--- config.mk ---
export PLATFORM = sky130hd
export DESIGN_NAME = au_seq_param
export DESIGN_NICKNAME = d
export VERILOG_FILES = /design/src/rtl/au_seq_param.sv
export SDC_FILE = /design/constraint.sdc
export NUM_CORES = 1
export LEC_CHECK = 0
export BUFFER_PORTS_ARGS = -buffer_cell sky130_fd_sc_hd__buf_4
export CAP_MARGIN = 20
export CORE_MARGIN = 2
export CORE_UTILIZATION = 50
export CTS_CLUSTER_SIZE = 16
export DETAILED_ROUTE_END_ITERATION = 10
export GPL_ROUTABILITY_DRIVEN = 0
export PLACE_DENSITY = 0.75
export SYNTH_ARGS = -nofsm -noshare
export SYNTH_HDL_FRONTEND = slang
export SYNTH_SLANG_ARGS = --single-unit
--- constraint.sdc ---
create_clock -name clk -period 4.9 [get_ports clk]
set_input_delay 0.98 -clock clk [delete_from_list [all_inputs] [get_ports clk]]
set_output_delay 0.98 -clock clk [all_outputs]
set_load 0.005 [all_outputs]
--- src/rtl/au_seq_param.sv ---
// rtl/au_seq_param.sv - multi-cycle unsigned add/sub/mul/div execute stage
//
// Parameter:
//   WIDTH   operand/result width, 4..64
// Ports:
//   clk     rising-edge clock
//   rst_n   synchronous active-low reset
//   start   request, accepted only while busy=0
//   ALUop   00 ADD, 01 SUB, 10 MUL, 11 DIV (sampled on the accepting edge)
//   a, b    operands (dividend / divisor for DIV), sampled on the accepting edge
//   busy    multi-cycle MUL/DIV in progress
//   done    one-cycle completion pulse; results valid from this cycle on
//   s       add/sub result
//   hi, lo  product halves, or remainder / quotient
//   zero    last completed result was zero
//   dbz     last completed operation was DIV by zero
//   ovf     overflow flag
// Build option:
//   AU_OVF_EN  when defined, ovf tracks carry/borrow/product overflow;
//              otherwise ovf is tied to 0 and no carry logic exists.

module au_seq_param #(
    parameter int WIDTH = 32
) (
    input  logic             clk,
    input  logic             rst_n,
    input  logic             start,
    input  logic [1:0]       ALUop,
    input  logic [WIDTH-1:0] a,
    input  logic [WIDTH-1:0] b,
    output logic             busy,
    output logic             done,
    output logic [WIDTH-1:0] s,
    output logic [WIDTH-1:0] hi,
    output logic [WIDTH-1:0] lo,
    output logic             zero,
    output logic             dbz,
    output logic             ovf
);

    localparam logic [1:0] OP_ADD = 2'b00;
    localparam logic [1:0] OP_SUB = 2'b01;
    localparam logic [1:0] OP_MUL = 2'b10;

    localparam int CW = $clog2(WIDTH);
    localparam logic [CW-1:0] CNT_LAST = CW'(WIDTH - 1);

    typedef enum logic [1:0] {
        ST_IDLE = 2'b00,
        ST_MUL  = 2'b01,
        ST_DIV  = 2'b10
    } state_t;

    state_t           state_q, state_d;
    logic [CW-1:0]    cnt_q, cnt_d;
    // part_q: upper accumulator half for MUL, partial remainder for DIV.
    logic [WIDTH-1:0] part_q, part_d;
    // op_a_q: multiplicand for MUL; dividend shifting out / quotient shifting in for DIV.
    logic [WIDTH-1:0] op_a_q, op_a_d;
    // op_b_q: multiplier shifting out / product low half shifting in for MUL; divisor for DIV.
    logic [WIDTH-1:0] op_b_q, op_b_d;
    logic [WIDTH-1:0] s_q, s_d;
    logic [WIDTH-1:0] hi_q, hi_d;
    logic [WIDTH-1:0] lo_q, lo_d;
    logic             done_q, done_d;
    logic             zero_q, zero_d;
    logic             dbz_q, dbz_d;

    // ------------------------------------------------------------------
    // Single-cycle add / subtract
    // ------------------------------------------------------------------
    logic [WIDTH-1:0] add_res;
    logic [WIDTH-1:0] sub_res;

`ifdef AU_OVF_EN
    logic [WIDTH:0] add_ext;
    logic [WIDTH:0] sub_ext;

    assign add_ext = {1'b0, a} + {1'b0, b};
    // The extra MSB of an unsigned difference is the borrow, i.e. a < b.
    assign sub_ext = {1'b0, a} - {1'b0, b};
    assign add_res = add_ext[WIDTH-1:0];
    assign sub_res = sub_ext[WIDTH-1:0];
`else
    assign add_res = a + b;
    assign sub_res = a - b;
`endif

    // ------------------------------------------------------------------
    // One shift-add multiply step
    // ------------------------------------------------------------------
    // The low product half shares the multiplier register: each step the
    // bit falling off the sum enters at the top as a multiplier bit leaves
    // at the bottom, so after WIDTH steps {part, op_b} is the full product.
    logic [WIDTH:0]   mul_sum;
    logic [WIDTH-1:0] mul_hi_next;
    logic [WIDTH-1:0] mul_lo_next;

    assign mul_sum     = {1'b0, part_q} + (op_b_q[0] ? {1'b0, op_a_q} : '0);
    assign mul_hi_next = mul_sum[WIDTH:1];
    assign mul_lo_next = {mul_sum[0], op_b_q[WIDTH-1:1]};

    // ------------------------------------------------------------------
    // One restoring-division step
    // ------------------------------------------------------------------
    // The shifted remainder is below 2*divisor, so a WIDTH+1 bit difference
    // is enough: its MSB is set exactly when the trial subtract went negative.
    logic [WIDTH:0]   div_shift;
    logic [WIDTH:0]   div_diff;
    logic             div_fit;
    logic [WIDTH-1:0] div_rem_next;
    logic [WIDTH-1:0] div_quo_next;

    assign div_shift    = {part_q, op_a_q[WIDTH-1]};
    assign div_diff     = div_shift - {1'b0, op_b_q};
    assign div_fit      = ~div_diff[WIDTH];
    assign div_rem_next = div_fit ? div_diff[WIDTH-1:0] : div_shift[WIDTH-1:0];
    assign div_quo_next = {op_a_q[WIDTH-2:0], div_fit};

    logic cnt_last;
    assign cnt_last = (cnt_q == CNT_LAST);

    // ------------------------------------------------------------------
    // Next-state logic
    // ------------------------------------------------------------------
    always_comb begin
        state_d = state_q;
        cnt_d   = cnt_q;
        part_d  = part_q;
        op_a_d  = op_a_q;
        op_b_d  = op_b_q;
        s_d     = s_q;
        hi_d    = hi_q;
        lo_d    = lo_q;
        done_d  = 1'b0;
        zero_d  = zero_q;
        dbz_d   = dbz_q;

        case (state_q)
            ST_IDLE: begin
                if (start) begin
                    case (ALUop)
                        OP_ADD: begin
                            s_d    = add_res;
                            zero_d = (add_res == '0);
                            dbz_d  = 1'b0;
                            done_d = 1'b1;
                        end
                        OP_SUB: begin
                            s_d    = sub_res;
                            zero_d = (sub_res == '0);
                            dbz_d  = 1'b0;
                            done_d = 1'b1;
                        end
                        OP_MUL: begin
                            op_a_d  = a;
                            op_b_d  = b;
                            part_d  = '0;
                            cnt_d   = '0;
                            state_d = ST_MUL;
                        end
                        default: begin
                            if (b == '0) begin
                                // Divide by zero finishes at once with fixed results.
                                hi_d   = a;
                                lo_d   = '1;
                                zero_d = 1'b0;
                                dbz_d  = 1'b1;
                                done_d = 1'b1;
                            end else begin
                                op_a_d  = a;
                                op_b_d  = b;
                                part_d  = '0;
                                cnt_d   = '0;
                                state_d = ST_DIV;
                            end
                        end
                    endcase
                end
            end

            ST_MUL: begin
                part_d = mul_hi_next;
                op_b_d = mul_lo_next;
                cnt_d  = cnt_q + 1'b1;
                if (cnt_last) begin
                    hi_d    = mul_hi_next;
                    lo_d    = mul_lo_next;
                    zero_d  = (mul_hi_next == '0) && (mul_lo_next == '0);
                    dbz_d   = 1'b0;
                    done_d  = 1'b1;
                    cnt_d   = '0;
                    state_d = ST_IDLE;
                end
            end

            ST_DIV: begin
                part_d = div_rem_next;
                op_a_d = div_quo_next;
                cnt_d  = cnt_q + 1'b1;
                if (cnt_last) begin
                    hi_d    = div_rem_next;
                    lo_d    = div_quo_next;
                    zero_d  = (div_rem_next == '0) && (div_quo_next == '0);
                    dbz_d   = 1'b0;
                    done_d  = 1'b1;
                    cnt_d   = '0;
                    state_d = ST_IDLE;
                end
            end

            default: begin
                state_d = ST_IDLE;
                cnt_d   = '0;
            end
        endcase
    end

    always_ff @(posedge clk) begin
        if (!rst_n) begin
            state_q <= ST_IDLE;
            cnt_q   <= '0;
            part_q  <= '0;
            op_a_q  <= '0;
            op_b_q  <= '0;
            s_q     <= '0;
            hi_q    <= '0;
            lo_q    <= '0;
            done_q  <= 1'b0;
            zero_q  <= 1'b0;
            dbz_q   <= 1'b0;
        end else begin
            state_q <= state_d;
            cnt_q   <= cnt_d;
            part_q  <= part_d;
            op_a_q  <= op_a_d;
            op_b_q  <= op_b_d;
            s_q     <= s_d;
            hi_q    <= hi_d;
            lo_q    <= lo_d;
            done_q  <= done_d;
            zero_q  <= zero_d;
            dbz_q   <= dbz_d;
        end
    end

    // ------------------------------------------------------------------
    // Overflow flag
    // ------------------------------------------------------------------
`ifdef AU_OVF_EN
    logic ovf_q, ovf_d;

    always_comb begin
        ovf_d = ovf_q;
        if ((state_q == ST_IDLE) && start) begin
            case (ALUop)
                OP_ADD:  ovf_d = add_ext[WIDTH];
                OP_SUB:  ovf_d = sub_ext[WIDTH];
                OP_MUL:  ovf_d = ovf_q;
                default: ovf_d = (b == '0) ? 1'b0 : ovf_q;
            endcase
        end else if ((state_q == ST_MUL) && cnt_last) begin
            ovf_d = (mul_hi_next != '0);
        end else if ((state_q == ST_DIV) && cnt_last) begin
            ovf_d = 1'b0;
        end
    end

    always_ff @(posedge clk) begin
        if (!rst_n) begin
            ovf_q <= 1'b0;
        end else begin
            ovf_q <= ovf_d;
        end
    end

    assign ovf = ovf_q;
`else
    assign ovf = 1'b0;
`endif

    assign busy = (state_q == ST_MUL) || (state_q == ST_DIV);
    assign done = done_q;
    assign s    = s_q;
    assign hi   = hi_q;
    assign lo   = lo_q;
    assign zero = zero_q;
    assign dbz  = dbz_q;

endmodule

== After elaboration in Yosys (flattened, before gate mapping) ==
Cells that the tools add are included.

* Multiplexer cells: 53
* Equality and inequality tests: 16
* Bitwise operators: 1
* Reductions and logical operators: 29
* $add $sub $neg: 5

{| class="wikitable"
|+ Operator list
! kind !! number
|-
| $mux W32 || 18
|-
| $pmux W32 S2 || 6
|-
| $pmux W32 S3 || 3
|-
| $logic_not A32 Y1 || 7
|-
| $add A32 B32 Y33 || 1
|-
| $sub A33 B32 Y33 || 1
|-
| $add A32 B32 Y32 || 1
|-
| $sub A32 B32 Y32 || 1
|-
| $pmux W5 S2 || 2
|-
| $reduce_and A4 Y1 || 4
|-
| $mux W5 || 3
|-
| $ne A2 B2 Y1 const B || 7
|-
| $reduce_and A6 Y1 || 2
|-
| $mux W1 || 10
|-
| $pmux W1 S2 || 4
|-
| $pmux W2 S2 || 2
|-
| $reduce_bool A2 Y1 || 4
|-
| $mux W2 || 3
|-
| $pmux W1 S3 || 2
|-
| $reduce_and A3 Y1 || 2
|-
| $add A5 B1 Y5 const B || 1
|-
| $eq A5 B5 Y1 const B || 1
|-
| $reduce_and A5 Y1 || 1
|-
| $eq A2 B1 Y1 const B || 2
|-
| other kinds (12) || 16
|}

* Register bits: 202
* Word-level logic and storage cells: 115
* Output and inout bits: 101
* Input bits: 69

== Depth between registers and ports, before layout ==
* Depth in word-level cells: 6
* Depth in mapped cells: 16
* Mapped depth without buffers: 15

== Least setup slack after synthesis ==
No wires, ideal clock.

* Path kind: input to register
* From: input port a[0]
* To: register zero_q (netlist: zero)
* Data required time: 4.804 ns
* Buffers on the path: 0
* Library setup time: 0.096 ns
* Path slack: 1.049 ns
* Arrival: 3.755 ns
* Stages: 12
* Cell sequence: ha_1 -> fa_1 -> nor2b_1 -> o211ai_1 -> nand3_1 -> a311oi_4 -> o31ai_2 -> a2111oi_2 -> nor2_1 -> a311oi_2 -> xor2_1 -> o41ai_2

* Longest elaborated chain between the ends: 5
* Elaborated cells between the ends (all ways): 7
* Classes of those cells: add/sub: 2; mux: 3; reduce/logical: 2

{| class="wikitable"
|+ RTL lines
! element !! RTL line !! text
|-
| from (decl) || 29 || <nowiki>input logic [WIDTH-1:0] a,</nowiki>
|-
| $sub A32 B32 Y32 or $add A32 B32 Y32 (tied branches) || 86, 85 ||
|-
| $logic_not A32 Y1, on equally long branches || 151, 145 ||
|-
| $pmux W1 S3 (*) || 142 || <nowiki>case (ALUop)</nowiki>
|-
| $mux W1 (*) || 141 || <nowiki>if (start) begin</nowiki>
|-
| $pmux W1 S3 (*) || 139 || <nowiki>case (state_q)</nowiki>
|-
| to (signal assigned) || 242 || <nowiki>zero_q <= zero_d;</nowiki>
|-
| to (decl) || 66 || <nowiki>logic zero_q, zero_d;</nowiki>
|}

Every way passes the cells marked *; elsewhere a longest branch is shown, timed or not. The select of a mux whose other input is x is not followed.
A chain may end at the register's enable or synchronous reset.

== Worst setup path after layout ==
Ends and elaborated chain as after synthesis.

==> results.md <==
* Worst skew pair latency at 0.54 ns
* Port bufs at 168
* Part of the power in registers at 30.8%
* Sw frac at 41.6%
* Clock skew at 0.0168 ns
* Int Pwr at 4.30 mW
* Max clock buf depth at 3
* Max-slew headroom at 38.1%
* Die width at 192 microns
* Pre-Repair DR Iteration Count at 7
* Setup CP Type: primary input to register
* EDFF count, synth at 0
* Final core occ at 58.1%
* Total of max-cap violations at 0
* Most common cell after layout, fill and taps aside: nand2_1
* Initial Util at 51.0%
* Post-Route WL at 68.0 mm
* Placed Cells at 2,933
* #FFs+latches synth at 202
* Remaining global-route overflow at 0
* Vias in the first global route at 18,000
* Final setup vio count at 0
* Avg Synthesized Cell Area at 7.30 sq um
* Predominant post-synthesis flop cell: dfxtp_1
* Netlist cell types at 104
* Fin nets at 2,710
* Worst Path Arrival at 4.80 ns
* Period utilisation layout at 89.1%
* Core area at 34,700 sq um
* Layout area overhead at 13.9%
* Crit path time final at 4.37 ns
* Die H at 192 microns
* PwrDens at 365 nW/um^2
* Crit path max fanout at 4
* CTS tree: built
* Via-to-Cell Ratio at 6.67
* Fraction of registers with async set/reset at 0%
* Num CTS Buffers at 24
* CTS Hold Buffers Added at 0
* Most frequent cells in the layout: nand2_1 (280), nor2_1 (255), buf_4 (211), dfxtp_1 (202), o21ai_0 (181)
* Top Ports at 170
* Worst-path clk slew at 0.06 ns
* First-pass GRT wire length at 102 mm
* Fillers at 3,227
* Post-Syn Nets at 2,631
* Type of element launching the critical path: primary input
* Cell Area, Synth at 17,700 sq um
* Register Area at 4040 sq um
* Share of layout cells above drive strength 1 at 12.3%
* GR peak layer: met2
* DP Wirelength at 51.6 mm
* Post-route ant nets at 0
* CTS resizes at 0
* Post-Place Worst Slack at 0.262 ns
* Post-CTS setup buffers at 0
* Post-Syn Instances at 2,425
* Outcome: complete, no violations
* DR vias at 19,900
* CTS HTree Levels at 1
* DR WL/cell at 22.8 microns
* Logic pwr share at 42.7%
* Total GRT Usage at 35.4%
* F_max at 0.229 GHz
* Residual DRC at 0
* Die Area at 36,900 sq um
* CP Data Required Time at 5.34 ns
* Largest net degree at the start of global routing at 85
* Unrepaired setup endpoints after global routing: no
* Global Route met2 Usage at 53.9%
* Synth warn at 0
* Max IR drop VDD at 0.311 mV
* Root buffer cell: clkbuf_16
* Footprint of the multi-input gates at 12,600 sq um
* Met3 usage at 7.80%
* Total leakage power at 8.50 nW
* Crit. End Element: register
* Antenna violations before repair at 1
* Finished Layout Cells at 2,977
* Hold WC Path Type: register to register
* PnR Total Power at 7.36 mW
* Starting DRT DRC Count at 2,416
* Final setup TNS at 0 ns
* Grt met1 use at 46.2%
* Row count at 68
* Final Hold Viols at 0
* Worst-Margin Slew at 0.929 ns
* P_sw at 3.06 mW
* Fin. max-slew vios at 0
* Sink Count at 202
* Clock power share at 26.5%
* Register area share after synthesis at 22.8%
* PnR worst setup slack at 0.532 ns
## power groups by stage
stage          logic, mW  registers [mW]  clock network [mW]
2_1_floorplan       2.04            2.15                   0
3_3_place_gp        2.96            2.27                   0
3_5_place_dp        3.02            2.27                   0
4_1_cts             3.04            2.24                1.97
5_1_grt             3.38            2.28                2.02
6_report            3.14            2.27                1.95
## cell type report
cell class                      count  share of cell area, %
Antenna cell                        1                 0.0124
Clock inverter                     11                  0.844
Multi-Input combinational cell   1946                   62.5
Inverter                          115                   2.15
Tap cell                          455                   2.82
Clock buffer                       32                   3.38
Sequential cell                   202                   20.1
Timing Repair Buffer              215                   8.26
## critical path, cell delays in order
cell and delay (ns):
buf_4 0.12, inv_1 0.07, ha_1 0.22, inv_1 0.07
fa_1 0.43, a211oi_1 0.38, o21ai_0 0.29, o21ai_0 0.50
o2bb2ai_1 0.19, xnor2_1 0.11, a2111oi_0 0.48, buf_4 0.21
nand4_1 0.14, nand4bb_1 0.23, a21boi_0 0.20, a31oi_1 0.09
o41ai_2 0.07
## flip-flops by register name (all words and copies together) (netlist names)
signal / flops
done: 1
s: 32
lo: 32
hi: 32
cnt_q: 5
dbz: 1
zero: 1
op_b_q: 32
op_a_q: 32
state_q: 2
part_q: 32
## through the flow
stage                     hold WS [ns]  cell area [sq um]
final                            0.451              20200
after global routing             0.472              20200
after CTS                        0.453              20200
after detailed placement         0.445              19300
after global placement           0.442              19300
after floorplan                  0.448              17700
## metal layers
| metal | wire length, microns | part of all wire [%] |
|---|---|---|
| met5 | 0 | 0 |
| met4 | 4490 | 6.6 |
| met3 | 8150 | 12 |
| met2 | 28800 | 42 |
| met1 | 26500 | 39 |
## kinds of logic after synthesis
kind of cell               share of synthesized area (%)
adders and majority gates                           9.85
and+or+nand+nor                                     24.1
other                                             0.0212
muxes                                               1.29
buffers and inverters                               6.44
DFF                                                 22.8
AOI/OAI and AO/OA                                   29.8
xor gates and xnor gates                            5.64
## cell usage after synthesis, types with 7 or more instances
cell type | n | area, sq um
nand4_1 | 65 | 407
a21o_1 | 61 | 458
nor3_1 | 34 | 170
dfxtp_1 | 202 | 4040
buf_4 | 8 | 60.1
a311oi_1 | 46 | 403
o221ai_1 | 8 | 70.1
o211ai_1 | 58 | 435
o21a_1 | 22 | 165
or4_1 | 7 | 52.6
xnor2_1 | 81 | 709
nand3_1 | 44 | 220
mux2i_1 | 15 | 150
xor2_1 | 33 | 289
buf_1 | 7 | 26.3
o21ai_0 | 181 | 906
clkbuf_1 | 123 | 462
a21oi_1 | 176 | 881
nor2b_1 | 16 | 100
o31ai_1 | 16 | 120
nor2_1 | 256 | 961
and4_1 | 9 | 78.8
ha_1 | 133 | 1660
o21ai_1 | 9 | 45.0
buf_2 | 18 | 90.1
o21bai_1 | 14 | 105
a31oi_1 | 38 | 238
a211o_1 | 10 | 87.6
inv_1 | 110 | 413
a211oi_1 | 35 | 263
nand2_1 | 280 | 1050
and2_1 | 51 | 319
nand2b_1 | 19 | 119
a22oi_1 | 8 | 60.1
nor4_1 | 42 | 263
or3_1 | 26 | 163
and3_1 | 15 | 93.8
## path summary, 6_finish.rpt
path	startpoint	to	slack, ns	cells after the start
worst max-delay path	a[0]	zero	0.53	17
worst min register to register	s[14]	s[14]	0.45	2
worst max register to register	op_b_q[0]	zero	0.56	14
worst min-delay path	s[14]	s[14]	0.45	2
No activity file was read; power rests on OpenSTA's default activity.
